### config.mk
export PLATFORM = sky130hd
export DESIGN_NAME = slice_concat_pipe_flat
export DESIGN_NICKNAME = d
export VERILOG_FILES = /design/src/rtl/slice_concat_pipe_if.sv /design/src/rtl/slice_concat_pipe.sv /design/src/flat_wrapper.sv
export SDC_FILE = /design/constraint.sdc
export NUM_CORES = 1
export LEC_CHECK = 0
export BUFFER_PORTS_ARGS = -buffer_cell sky130_fd_sc_hd__buf_2
export CORE_MARGIN = 2
export CORE_UTILIZATION = 30
export CTS_BUF_LIST = sky130_fd_sc_hd__clkbuf_16
export DETAILED_ROUTE_END_ITERATION = 16
export PLACE_DENSITY = 0.53
export SLEW_MARGIN = 20
export SYNTH_ARGS = -nofsm -noshare
export SYNTH_HDL_FRONTEND = slang
export SYNTH_SLANG_ARGS = --single-unit
### constraint.sdc
create_clock -name clk -period 4.85 [get_ports clk]
set_clock_uncertainty 0.15 [all_clocks]
set_input_delay 0.485 -clock clk [delete_from_list [all_inputs] [get_ports clk]]
set_output_delay 0.485 -clock clk [all_outputs]
set_load 0.02 [all_outputs]
### src/rtl/slice_concat_pipe_if.sv
// Handshake bundle for slice_concat_pipe.
// The producer side carries i0/i1/swap and the consumer side carries o/occupancy.
interface slice_concat_pipe_if #(
  parameter int I0_LEFT  = 2,
  parameter int I0_RIGHT = -2,
  parameter int I1_LEFT  = -2,
  parameter int I1_RIGHT = 2,
  parameter int W        = 5,
  parameter int CW       = 2
);
  logic                    in_valid;
  logic                    in_ready;
  logic [I0_LEFT:I0_RIGHT] i0;
  logic [I1_LEFT:I1_RIGHT] i1;
  logic                    swap;
  logic                    out_valid;
  logic                    out_ready;
  logic [W-1:0]            o;
  logic [CW-1:0]           occupancy;

  modport slave (
    input  in_valid, i0, i1, swap, out_ready,
    output in_ready, out_valid, o, occupancy
  );

  modport master (
    output in_valid, i0, i1, swap, out_ready,
    input  in_ready, out_valid, o, occupancy
  );
endinterface

### src/rtl/slice_concat_pipe.sv
// Elastic valid/ready pipeline that concatenates a slice of i0 with a slice of i1.
// A runtime swap bit selects the order of the two slices.
module slice_concat_pipe #(
  parameter int I0_LEFT  = 2,
  parameter int I0_RIGHT = -2,
  parameter int I1_LEFT  = -2,
  parameter int I1_RIGHT = 2,
  parameter int A_FIRST  = 2,
  parameter int A_LAST   = 0,
  parameter int B_FIRST  = -2,
  parameter int B_LAST   = -1,
  parameter int DEPTH    = 2
) (
  input  logic               clk,
  input  logic               rst,
  slice_concat_pipe_if.slave bus
);
  localparam int WA    = (A_FIRST >= A_LAST) ? (A_FIRST - A_LAST + 1) : (A_LAST - A_FIRST + 1);
  localparam int WB    = (B_FIRST >= B_LAST) ? (B_FIRST - B_LAST + 1) : (B_LAST - B_FIRST + 1);
  localparam int W     = WA + WB;
  localparam int CW    = $clog2(DEPTH + 1);
  localparam int A_DIR = (A_FIRST >= A_LAST) ? -1 : 1;
  localparam int B_DIR = (B_FIRST >= B_LAST) ? -1 : 1;

  function automatic bit idx_in_range(int idx, int l, int r);
    if (l >= r) return (idx <= l) && (idx >= r);
    else        return (idx >= l) && (idx <= r);
  endfunction

  if (!idx_in_range(A_FIRST, I0_LEFT, I0_RIGHT) || !idx_in_range(A_LAST, I0_LEFT, I0_RIGHT)) begin : g_err_a_range
    $error("slice_concat_pipe: slice A lies outside the i0 range");
  end
  if (!idx_in_range(B_FIRST, I1_LEFT, I1_RIGHT) || !idx_in_range(B_LAST, I1_LEFT, I1_RIGHT)) begin : g_err_b_range
    $error("slice_concat_pipe: slice B lies outside the i1 range");
  end
  if ((A_FIRST != A_LAST) && ((A_FIRST > A_LAST) != (I0_LEFT > I0_RIGHT))) begin : g_err_a_dir
    $error("slice_concat_pipe: slice A runs against the i0 direction");
  end
  if ((B_FIRST != B_LAST) && ((B_FIRST > B_LAST) != (I1_LEFT > I1_RIGHT))) begin : g_err_b_dir
    $error("slice_concat_pipe: slice B runs against the i1 direction");
  end
  if ((DEPTH < 1) || (DEPTH > 8)) begin : g_err_depth
    $error("slice_concat_pipe: DEPTH must be within 1..8");
  end

  logic [WA-1:0]    slice_a_s;
  logic [WB-1:0]    slice_b_s;
  logic [W-1:0]     word_s;
  logic [DEPTH-1:0] adv_s;
  logic             in_ready_s;
  logic             in_fire_s;
  logic             out_fire_s;
  logic [DEPTH-1:0] v_q;
  logic [DEPTH-1:0] v_d;
  logic [W-1:0]     d_q [DEPTH];
  logic [W-1:0]     d_d [DEPTH];
  logic [CW-1:0]    occ_q;
  logic [CW-1:0]    occ_d;

  // The FIRST index of each slice lands in its most significant bit.
  for (genvar k = 0; k < WA; k++) begin : g_slice_a
    assign slice_a_s[WA-1-k] = bus.i0[A_FIRST + k*A_DIR];
  end
  for (genvar k = 0; k < WB; k++) begin : g_slice_b
    assign slice_b_s[WB-1-k] = bus.i1[B_FIRST + k*B_DIR];
  end

  always_comb begin
    word_s = {W{1'b0}};
    if (bus.swap) begin
      word_s = {slice_b_s, slice_a_s};
    end else begin
      word_s = {slice_a_s, slice_b_s};
    end
  end

  // A stage may advance if any stage downstream of it is empty or the consumer is taking o.
  always_comb begin : p_advance
    logic run;
    adv_s          = {DEPTH{1'b0}};
    run            = bus.out_ready;
    adv_s[DEPTH-1] = run;
    for (int k = DEPTH - 2; k >= 0; k--) begin
      run      = run | ~v_q[k+1];
      adv_s[k] = run;
    end
  end

  assign in_ready_s = ~rst & (~v_q[0] | adv_s[0]);
  assign in_fire_s  = bus.in_valid & in_ready_s;
  assign out_fire_s = v_q[DEPTH-1] & bus.out_ready;

  always_comb begin : p_next
    logic load;
    v_d    = v_q;
    d_d[0] = in_fire_s ? word_s : d_q[0];
    if (in_fire_s) begin
      v_d[0] = 1'b1;
    end else begin
      v_d[0] = v_q[0] & ~adv_s[0];
    end
    for (int k = 1; k < DEPTH; k++) begin
      load   = (~v_q[k] | adv_s[k]) & v_q[k-1];
      d_d[k] = load ? d_q[k-1] : d_q[k];
      if (load) begin
        v_d[k] = 1'b1;
      end else begin
        v_d[k] = v_q[k] & ~adv_s[k];
      end
    end
  end

  always_comb begin
    occ_d = occ_q;
    case ({in_fire_s, out_fire_s})
      2'b10:   occ_d = occ_q + CW'(1);
      2'b01:   occ_d = occ_q - CW'(1);
      default: occ_d = occ_q;
    endcase
  end

  always_ff @(posedge clk) begin
    if (rst) begin
      v_q   <= {DEPTH{1'b0}};
      occ_q <= {CW{1'b0}};
      for (int k = 0; k < DEPTH; k++) begin
        d_q[k] <= {W{1'b0}};
      end
    end else begin
      v_q   <= v_d;
      occ_q <= occ_d;
      for (int k = 0; k < DEPTH; k++) begin
        d_q[k] <= d_d[k];
      end
    end
  end

  assign bus.in_ready  = in_ready_s;
  assign bus.out_valid = v_q[DEPTH-1];
  assign bus.o         = d_q[DEPTH-1];
  assign bus.occupancy = occ_q;
endmodule

### src/flat_wrapper.sv
// flat-port wrapper written by rule: the top's interface ports become plain ports
module slice_concat_pipe_flat 
#(
  parameter int I0_LEFT  = 2,
  parameter int I0_RIGHT = -2,
  parameter int I1_LEFT  = -2,
  parameter int I1_RIGHT = 2,
  parameter int A_FIRST  = 2,
  parameter int A_LAST   = 0,
  parameter int B_FIRST  = -2,
  parameter int B_LAST   = -1,
  parameter int DEPTH    = 2
)
  (clk, rst, bus_in_valid, bus_i0, bus_i1, bus_swap, bus_out_ready, bus_in_ready, bus_out_valid, bus_o, bus_occupancy);
  slice_concat_pipe_if #(.I0_LEFT(I0_LEFT), .I0_RIGHT(I0_RIGHT), .I1_LEFT(I1_LEFT), .I1_RIGHT(I1_RIGHT), .W(5), .CW(2)) bus_i ();
  input  logic clk;
  input  logic rst;
  input wire logic [$bits(bus_i.in_valid)-1:0] bus_in_valid;
  input wire logic [$bits(bus_i.i0)-1:0] bus_i0;
  input wire logic [$bits(bus_i.i1)-1:0] bus_i1;
  input wire logic [$bits(bus_i.swap)-1:0] bus_swap;
  input wire logic [$bits(bus_i.out_ready)-1:0] bus_out_ready;
  output wire logic [$bits(bus_i.in_ready)-1:0] bus_in_ready;
  output wire logic [$bits(bus_i.out_valid)-1:0] bus_out_valid;
  output wire logic [$bits(bus_i.o)-1:0] bus_o;
  output wire logic [$bits(bus_i.occupancy)-1:0] bus_occupancy;
  assign bus_i.in_valid = bus_in_valid;
  assign bus_i.i0 = bus_i0;
  assign bus_i.i1 = bus_i1;
  assign bus_i.swap = bus_swap;
  assign bus_i.out_ready = bus_out_ready;
  assign bus_in_ready = bus_i.in_ready;
  assign bus_out_valid = bus_i.out_valid;
  assign bus_o = bus_i.o;
  assign bus_occupancy = bus_i.occupancy;
  slice_concat_pipe #(.I0_LEFT(I0_LEFT), .I0_RIGHT(I0_RIGHT), .I1_LEFT(I1_LEFT), .I1_RIGHT(I1_RIGHT), .A_FIRST(A_FIRST), .A_LAST(A_LAST), .B_FIRST(B_FIRST), .B_LAST(B_LAST), .DEPTH(DEPTH)) u_core (.clk(clk), .rst(rst), .bus(bus_i));
endmodule
**Word-level counts from Yosys, hierarchy flattened**

Memory sizes are Yosys's and may differ from the RTL's.
Index checks and enable logic that the tools add are counted.
Widths: inputs -> output; s select.

- Bitwise operators: 15
- $add $sub $neg: 2
- Muxes and demuxes: 11
- Equality and inequality tests: 2
- Reductions and logical operators: 1

Operator list:

| operator | count |
|---|---|
| $mux 5 | 5 |
| $and 1x1->1 | 6 |
| $mux 1 | 5 |
| $not 1->1 | 5 |
| $or 1x1->1 | 4 |
| $pmux 2 s2 | 1 |
| $add 2x1->2 const B | 1 |
| $eq 2x1->1 const B | 1 |
| $eq 2x2->1 const B | 1 |
| $reduce_bool 2->1 | 1 |
| $sub 2x1->2 const B | 1 |

- Memories: 1
- Bits in registers: 4
- Input bits: 15
- Logic and storage cells: 34
- Output and inout bits: 9
- RAM bits: 10

Memories:

| name | depth | bits a word | rd ports | clocked after memory_dff | wr ports | line | source |
|---|---|---|---|---|---|---|---|
| u_core.d_q | 2 | 5 | 2 | 0 | 2 | slice_concat_pipe.sv:55 | `logic [W-1:0] d_q [DEPTH];` |

**Longest topological paths before layout**

Gate-level depths: netlist of the first run.

- Word-level depth: 7
- Depth in mapped cells: 7

**Least setup slack after synthesis of the first run**

Ideal clock, no wire load.

- Path kind: input to register
- From: input port rst
- To: register u_core.occ_q[1] (netlist: u_core.bus.occupancy[1])
- Slack: 2.994 ns
- Arrival time: 1.635 ns
- Path buffers: 1
- Stages on the path: 6
- Cells stage by stage: buf_2 -> nor2b_4 -> nand2_1 -> ha_1 -> or3_1 -> a21oi_1

- Longest elaborated chain between the ends: 5

RTL lines:

| element | line | source |
|---|---|---|
| start: declaration | flat_wrapper.sv:17 | `input logic rst;` |
| $not 1->1 | slice_concat_pipe.sv:89 | `assign in_ready_s = ~rst & (~v_q[0] \| adv_s[0]);` |
| $and 1x1->1 | slice_concat_pipe.sv:89 |  |
| $and 1x1->1 | slice_concat_pipe.sv:90 | `assign in_fire_s = bus.in_valid & in_ready_s;` |
| $eq 2x1->1 / $eq 2x2->1 (equally long branches) | slice_concat_pipe.sv:115 | `case ({in_fire_s, out_fire_s})` |
| $pmux 2 s2 / $reduce_bool 2->1 (equally long branches) | n/a |  |
| end signal: assignment | slice_concat_pipe.sv:125 | `occ_q <= {CW{1'b0}};` |
| end: declaration | slice_concat_pipe.sv:57 | `logic [CW-1:0] occ_q;` |

Parallel ways exist; a longest one is shown, timed or not.
A chain may end at the register's enable or synchronous reset.

**Worst setup path in the final report of the first run**

- From: register u_core.v_q[0]
- To: output port bus_in_ready

- Longest elaborated chain between the ends: 3

RTL lines:

| element | line | source |
|---|---|---|
| start: declaration | slice_concat_pipe.sv:53 | `logic [DEPTH-1:0] v_q;` |
| start signal: assignment | slice_concat_pipe.sv:124 | `v_q <= {DEPTH{1'b0}};` |
| start signal: assignment | slice_concat_pipe.sv:130 | `v_q <= v_d;` |
| $not 1->1 | slice_concat_pipe.sv:89 |  |
| $or 1x1->1 | slice_concat_pipe.sv:89 |  |
| $and 1x1->1 | slice_concat_pipe.sv:89 |  |
| end: declaration | flat_wrapper.sv:23 | `output wire logic [$bits(bus_i.in_ready)-1:0] bus_in_ready;` |

Every way passes these cells.

==> metrics, run 1 <==
Syn Nets=88; Ant. Diodes=0; Final Hold Viols=0; # IOs=24; synthesized cell area=669 um2; Final Util=37.5%; via/cell ratio=4.65; slew margin rel.=77.0%; Starting Density=30.9%; Worst Path Required=4.22 ns; period utilisation layout=38.6%; pre-CTS setup slack=2.83 ns; worst setup margin=2.98 ns; Routed WL=1240 um; Post-DP HPWL=922 um; leakage power=0.348 nW; Layout Nets=around 100; All-Layer GR Usage=10.7%; initial antenna violation count=0; post-synthesis sequential area ratio=41.9%; Post CTS Setup Buffer Count=0; VDD IR max=127 uV; Site Rows=17; Max-cap violations=0; synthesized area per cell=9.30 um2; CTS Buffer Depth=2; die width=51.2 um; post-cts sizing count=0; Peak Freq=534 MHz; Congestion Overflow GR=0; outcome=complete, no violations; Hold-fix buffers, CTS=0; CTS tree=built; kind of critical path=reg -> out; Worst setup EP type=output port; Tightest Pin Transition=0.346 ns; Max H-tree Level=1; clk sink count=14; Iteration-0 DRC Markers=9; Root Buffer=clkbuf_16; mean routed wirelength per cell=around 11 um; # setup viols final=0; CTS clock-pin slew for the worst setup and hold paths=around 0.040 ns; largest net degree at the start of global routing=17; CTS Buf Count=3; count of input and output buffers=18; die height=a little over 50 um; Final Total Pwr=316 uW; area delta synth->final=21.7%; Placeable Area=2170 um2; first-pass GRT wire length=2060 um; Worst setup SP type=flip-flop; YS warnings=0; post-synthesis cell type count=25; DRC=0; RSZ-0062 raised after global routing=false; fin. max-slew vios=0; hold_ws=0.322 ns; clk_lat worst skew=~0.24 ns; Fill cells=between 200 and 250; drt pass-1 iters=4; Cell Pwr Density=388 nW/um2; worst min path class=reg -> reg; CP max FO=8; fraction of layout cells with a size suffix above 1=30.6%; setup_tns=0 ns; Final ANT Viol Nets=0; CP arrival=1.24 ns; DIE AREA=2630 um2; Vias=526; #FFs+latches synth=14; Cells after Synth=72; vias in the first global route=479; GP Congestion=between 0.6 and 0.7; post-route minimum period=1.87 ns
## worst max-delay path: stages, from the launching register on
cell	delay, ns
dfxtp_1	0.38
and3b_2	0.28
nor2_4	0.15
buf_2	0.19
## cell type report
type	instances	area [um2]	area share, %
flip-flops and latches	14	280	34.4
well taps	28	35.0	4.30
inverters	1	3.75	0.461
multi-input cells	48	327	40.1
repair buffers	18	90.1	11.1
clock buffers	3	75.1	9.22
clock inverters	1	3.75	0.461
## cell usage after synthesis
library cell  count  area share [%]
a21oi_1          12             9.0
a311oi_1          5             6.5
and2_1            1            0.94
and2b_1           1             1.1
and3b_2           1             1.5
buf_2             1            0.75
buf_4             6             6.7
clkbuf_1          1            0.56
clkbuf_2          1            0.75
dfxtp_1          14              42
ha_1              1             1.9
inv_2             1            0.56
mux2i_1           5             7.5
nand2_1           1            0.56
nand2b_1          1            0.94
nand3_1           5             3.7
nand3b_2          1             1.7
nor2_1            3             1.7
nor2_4            1             1.7
nor2b_4           1             2.1
o21ai_0           1            0.75
o21ai_1           5             3.7
or3_1             1            0.94
xnor2_1           1             1.3
xor2_1            1             1.3
## sequential cells by signal (all words and copies together) (netlist names)
signal,cells
u_core.v_q,2
u_core.bus.occupancy,2
u_core.d_q,10
## cell families (layout without fill, tap and decap cells)
group           after synthesis  count (layout)  synth area share (%)
simple gates                 17              17                  16.8
mux                           5               5                  7.48
xor+xnor                      2               2                  2.62
flops                        14              14                  41.9
fa+ha+maj                     1               1                  1.87
compound gates               23              23                  20.0
buf+inv                      10              23                  9.34
## stage by stage
stage,std cells,instance area [um2]
floorplan,72,669
global placement,109,736
detailed placement,109,736
CTS,113,815
global route,113,815
finish,113,815
## final timing paths
kind,from,endpoint,slack [ns],depth (start not counted)
worst max register to register,u_core.v_q[0],u_core.bus.occupancy[1],3.13,5
worst min-delay path,u_core.d_q[0][3],u_core.d_q[0][8],0.32,2
worst min register to register,u_core.d_q[0][3],u_core.d_q[0][8],0.32,2
worst max-delay path,u_core.v_q[0],bus_in_ready,2.98,3
## layer usage
layer / part of all wire (%) / GRT usage (%) / vias to the layer above / wire [um]
li1: - / - / 281 / -
met4: 1.5 / 7.89 / 0 / 19
met3: 5.0 / 2.63 / 2 / 62
met2: 43 / 15.4 / 17 / 538
met1: 50 / 13.7 / 226 / 620
met5: 0 / 0 / - / 0
## layout by cell type (no fill, tap or decap)
cell        n
buf_2      18
dfxtp_1    14
a21oi_1    12
nand3_1     5
o21ai_1     5
mux2i_1     5
a311oi_1    5
nor2_1      3
clkbuf_16   3
and3b_2     1
nor2_4      1
and2_1      1
nand3b_2    1
nor2b_4     1
nand2_1     1
xor2_1      1
inv_2       1
nand2b_1    1
and2b_1     1
xnor2_1     1
o21ai_0     1
or3_1       1
ha_1        1
clkinv_1    1
## power breakdown
| group | internal (mW) | switching (mW) | leakage [nW] |
|---|---|---|---|
| combinational | 0.0156 | 0.0206 | 0.195 |
| clock | 0.109 | 0.0438 | 0.0385 |
| sequential | 0.122 | 0.00516 | 0.115 |
No activity file was read; power rests on OpenSTA's default activity.
==> run 2, diff against run 1 <==
Settings changed: PLACE_DENSITY 0.53 to 0.55.
Clock period 4.85 ns to 1.6 ns, I/O delays scaled along.
==> metrics, run 2 (same netlist as run 1, synthesis figures left out) <==
slew margin rel.=86.5% (+9.5 points); via/cell ratio=4.53 (-2.8%); count of input and output buffers=18 (unchanged); Iteration-0 DRC Markers=1 (-8); worst setup margin=0.0533 ns (-2.93 ns); Vias=534 (+1.5%); met1 Usage GRT=14.8% (+1.2 points); Site Rows=17 (unchanged); period utilisation layout=96.7%; Max H-tree Level=1 (unchanged); Reg area=283 um2 (+0.89%); r2r endpoint=u_core.bus.occupancy[1]; # setup viols final=0 (unchanged); Final Util=40.8% (+3.2 points); All-Layer GR Usage=10.7% (+0.035 points); Worst Hold End=u_core.d_q[0][4]; Worst setup EP type=output port; die width=51.2 um (unchanged); Final ANT Viol Nets=0 (unchanged); initial antenna violation count=0 (unchanged); hold path start=bus_in_valid; fraction of layout cells with a size suffix above 1=38.9% (+8.3 points); vias in the first global route=490 (+2.3%); Routed WL=1180 um (-4.8%); mean routed wirelength per cell=10.0 um (-8.9%); CTS Buffer Depth=2 (unchanged); Tightest Pin Transition=0.201 ns (-0.144 ns); Max-cap violations=0 (unchanged); Layout Nets=107 (+4.9%); GP Congestion=0.704 (+2.5%); Congestion Overflow GR=0 (unchanged); CTS Buf Count=3 (unchanged); Worst Path Required=1.29 ns (-2.93 ns); outcome=complete, no violations; clk sink count=14 (unchanged); pre-CTS setup slack=0.0633 ns (-2.77 ns); Ant. Diodes=0 (unchanged); Starting Density=30.9% (unchanged); r2r setup slk=0.12 ns (-3.01 ns); kind of critical path=reg -> out; CP arrival=1.24 ns (about the same); DIE AREA=2630 um2 (unchanged); worst min path class=in -> reg; Placeable Area=2170 um2 (unchanged); M3 GR Usage=1.75% (-0.88 points); gr busiest metal=met1; Final Hold Viols=0 (unchanged); CTS clock-pin slew for the worst setup and hold paths=0.05 ns (about the same); Peak Freq=between 600 and 700 MHz; commonest non-fill, non-tap cell in the layout=buf_2; setup_tns=0 ns (unchanged); DRC=0 (unchanged); FF-to-FF Start=u_core.v_q[1]; die height=51.2 um (unchanged); Final Total Pwr=975 uW (+210%); clk_lat worst skew=0.24 ns (about the same); first-pass GRT wire length=2080 um (+0.63%); M2 GR Usage=14.1% (-1.3 points); R2R cell count=5 (unchanged); Biggest register=u_core.d_q; # IOs=24 (unchanged); leakage power=0.394 nW (+13%); Fill cells=225 (-5.5%); largest net degree at the start of global routing=16 (-1); VDD IR max=500 uV (+290%); drt pass-1 iters=2 (-2); area delta synth->final=32.1%; Root Buffer=clkbuf_16; fin. max-slew vios=0 (unchanged); Hold-fix buffers, CTS=0 (unchanged); max reg flops=10 (unchanged); CP max FO=7 (-1); Cell Pwr Density=1100 nW/um2 (+180%); Post-DP HPWL=893 um (-3.0%); CTS tree=built; most frequent cells in the layout=buf_2 (17), a21oi_1 (12), dfxtp_1 (12); Worst setup SP type=flip-flop; cell count of the worst hold path=3 (+1); area occupied by multi-input gates=350 um2 (+7.3%); post-route minimum period=approximately 1.5 ns; RSZ-0062 raised after global routing=false
-- run 2: through the flow --
| stage | hold slack, ns | instances | instance area (um2) |
|---|---|---|---|
| 2_1_floorplan | 0.120 | 72 | 679 |
| 3_3_place_gp | 0.314 | 113 | 776 |
| 3_5_place_dp | 0.318 | 113 | 776 |
| 4_1_cts | 0.106 | 117 | 857 |
| 5_1_grt | 0.126 | 118 | 885 |
| 6_report | 0.110 | 118 | 885 |
-- run 2: how the worst max path moves through the flow --
stage	from	end	slack, ns	cells past startpoint
floorplan	u_core.v_q[0]	u_core.bus.occupancy[1]	0.03	6
global placement	u_core.v_q[1]	u_core.bus.occupancy[1]	0.08	5
detailed placement	u_core.v_q[1]	u_core.bus.occupancy[1]	0.06	5
CTS	u_core.v_q[0]	bus_in_ready	0.005	4
global route	u_core.v_q[0]	bus_in_ready	0.01	4
finish	u_core.v_q[0]	bus_in_ready	0.05	4
-- run 2: where the power goes --
part	switching (mW)	internal [mW]	total [mW]
combinational	0.0669	0.0596	0.127
clock	0.134	0.329	0.464
sequential	0.0139	0.371	0.385
total	0.215	0.760	0.975
-- run 2: worst max-delay path: stages (launching register included) --
cell	delay (ns)
dfxtp_2	0.33
buf_4	0.15
and3b_2	0.24
nor2_4	0.15
buf_6	0.13
-- run 2: per-layer routing --
| metal | share of wire [%] | vias to the layer above |
|---|---|---|
| met5 | 0 | - |
| met4 | 2.9 | 0 |
| met3 | 6.4 | 4 |
| met2 | 39 | 18 |
| met1 | 52 | 222 |
| li1 | - | 290 |
-- run 2: what timing repair did --
action	CTS	global route
endpoints found under the setup margin	1	2
pin swaps	0	1
gates resized for setup	1	4
buffers inserted	0	1
-- run 2: final cells by class --
cell class | count | share of cell area [%]
Multi-Input combinational cell | 48 | 39.6
Timing Repair Buffer | 23 | 15.1
Sequential cell | 14 | 32.0
Inverter | 1 | 0.424
Clock inverter | 1 | 0.424
Clock buffer | 3 | 8.49
Tap cell | 28 | 3.96
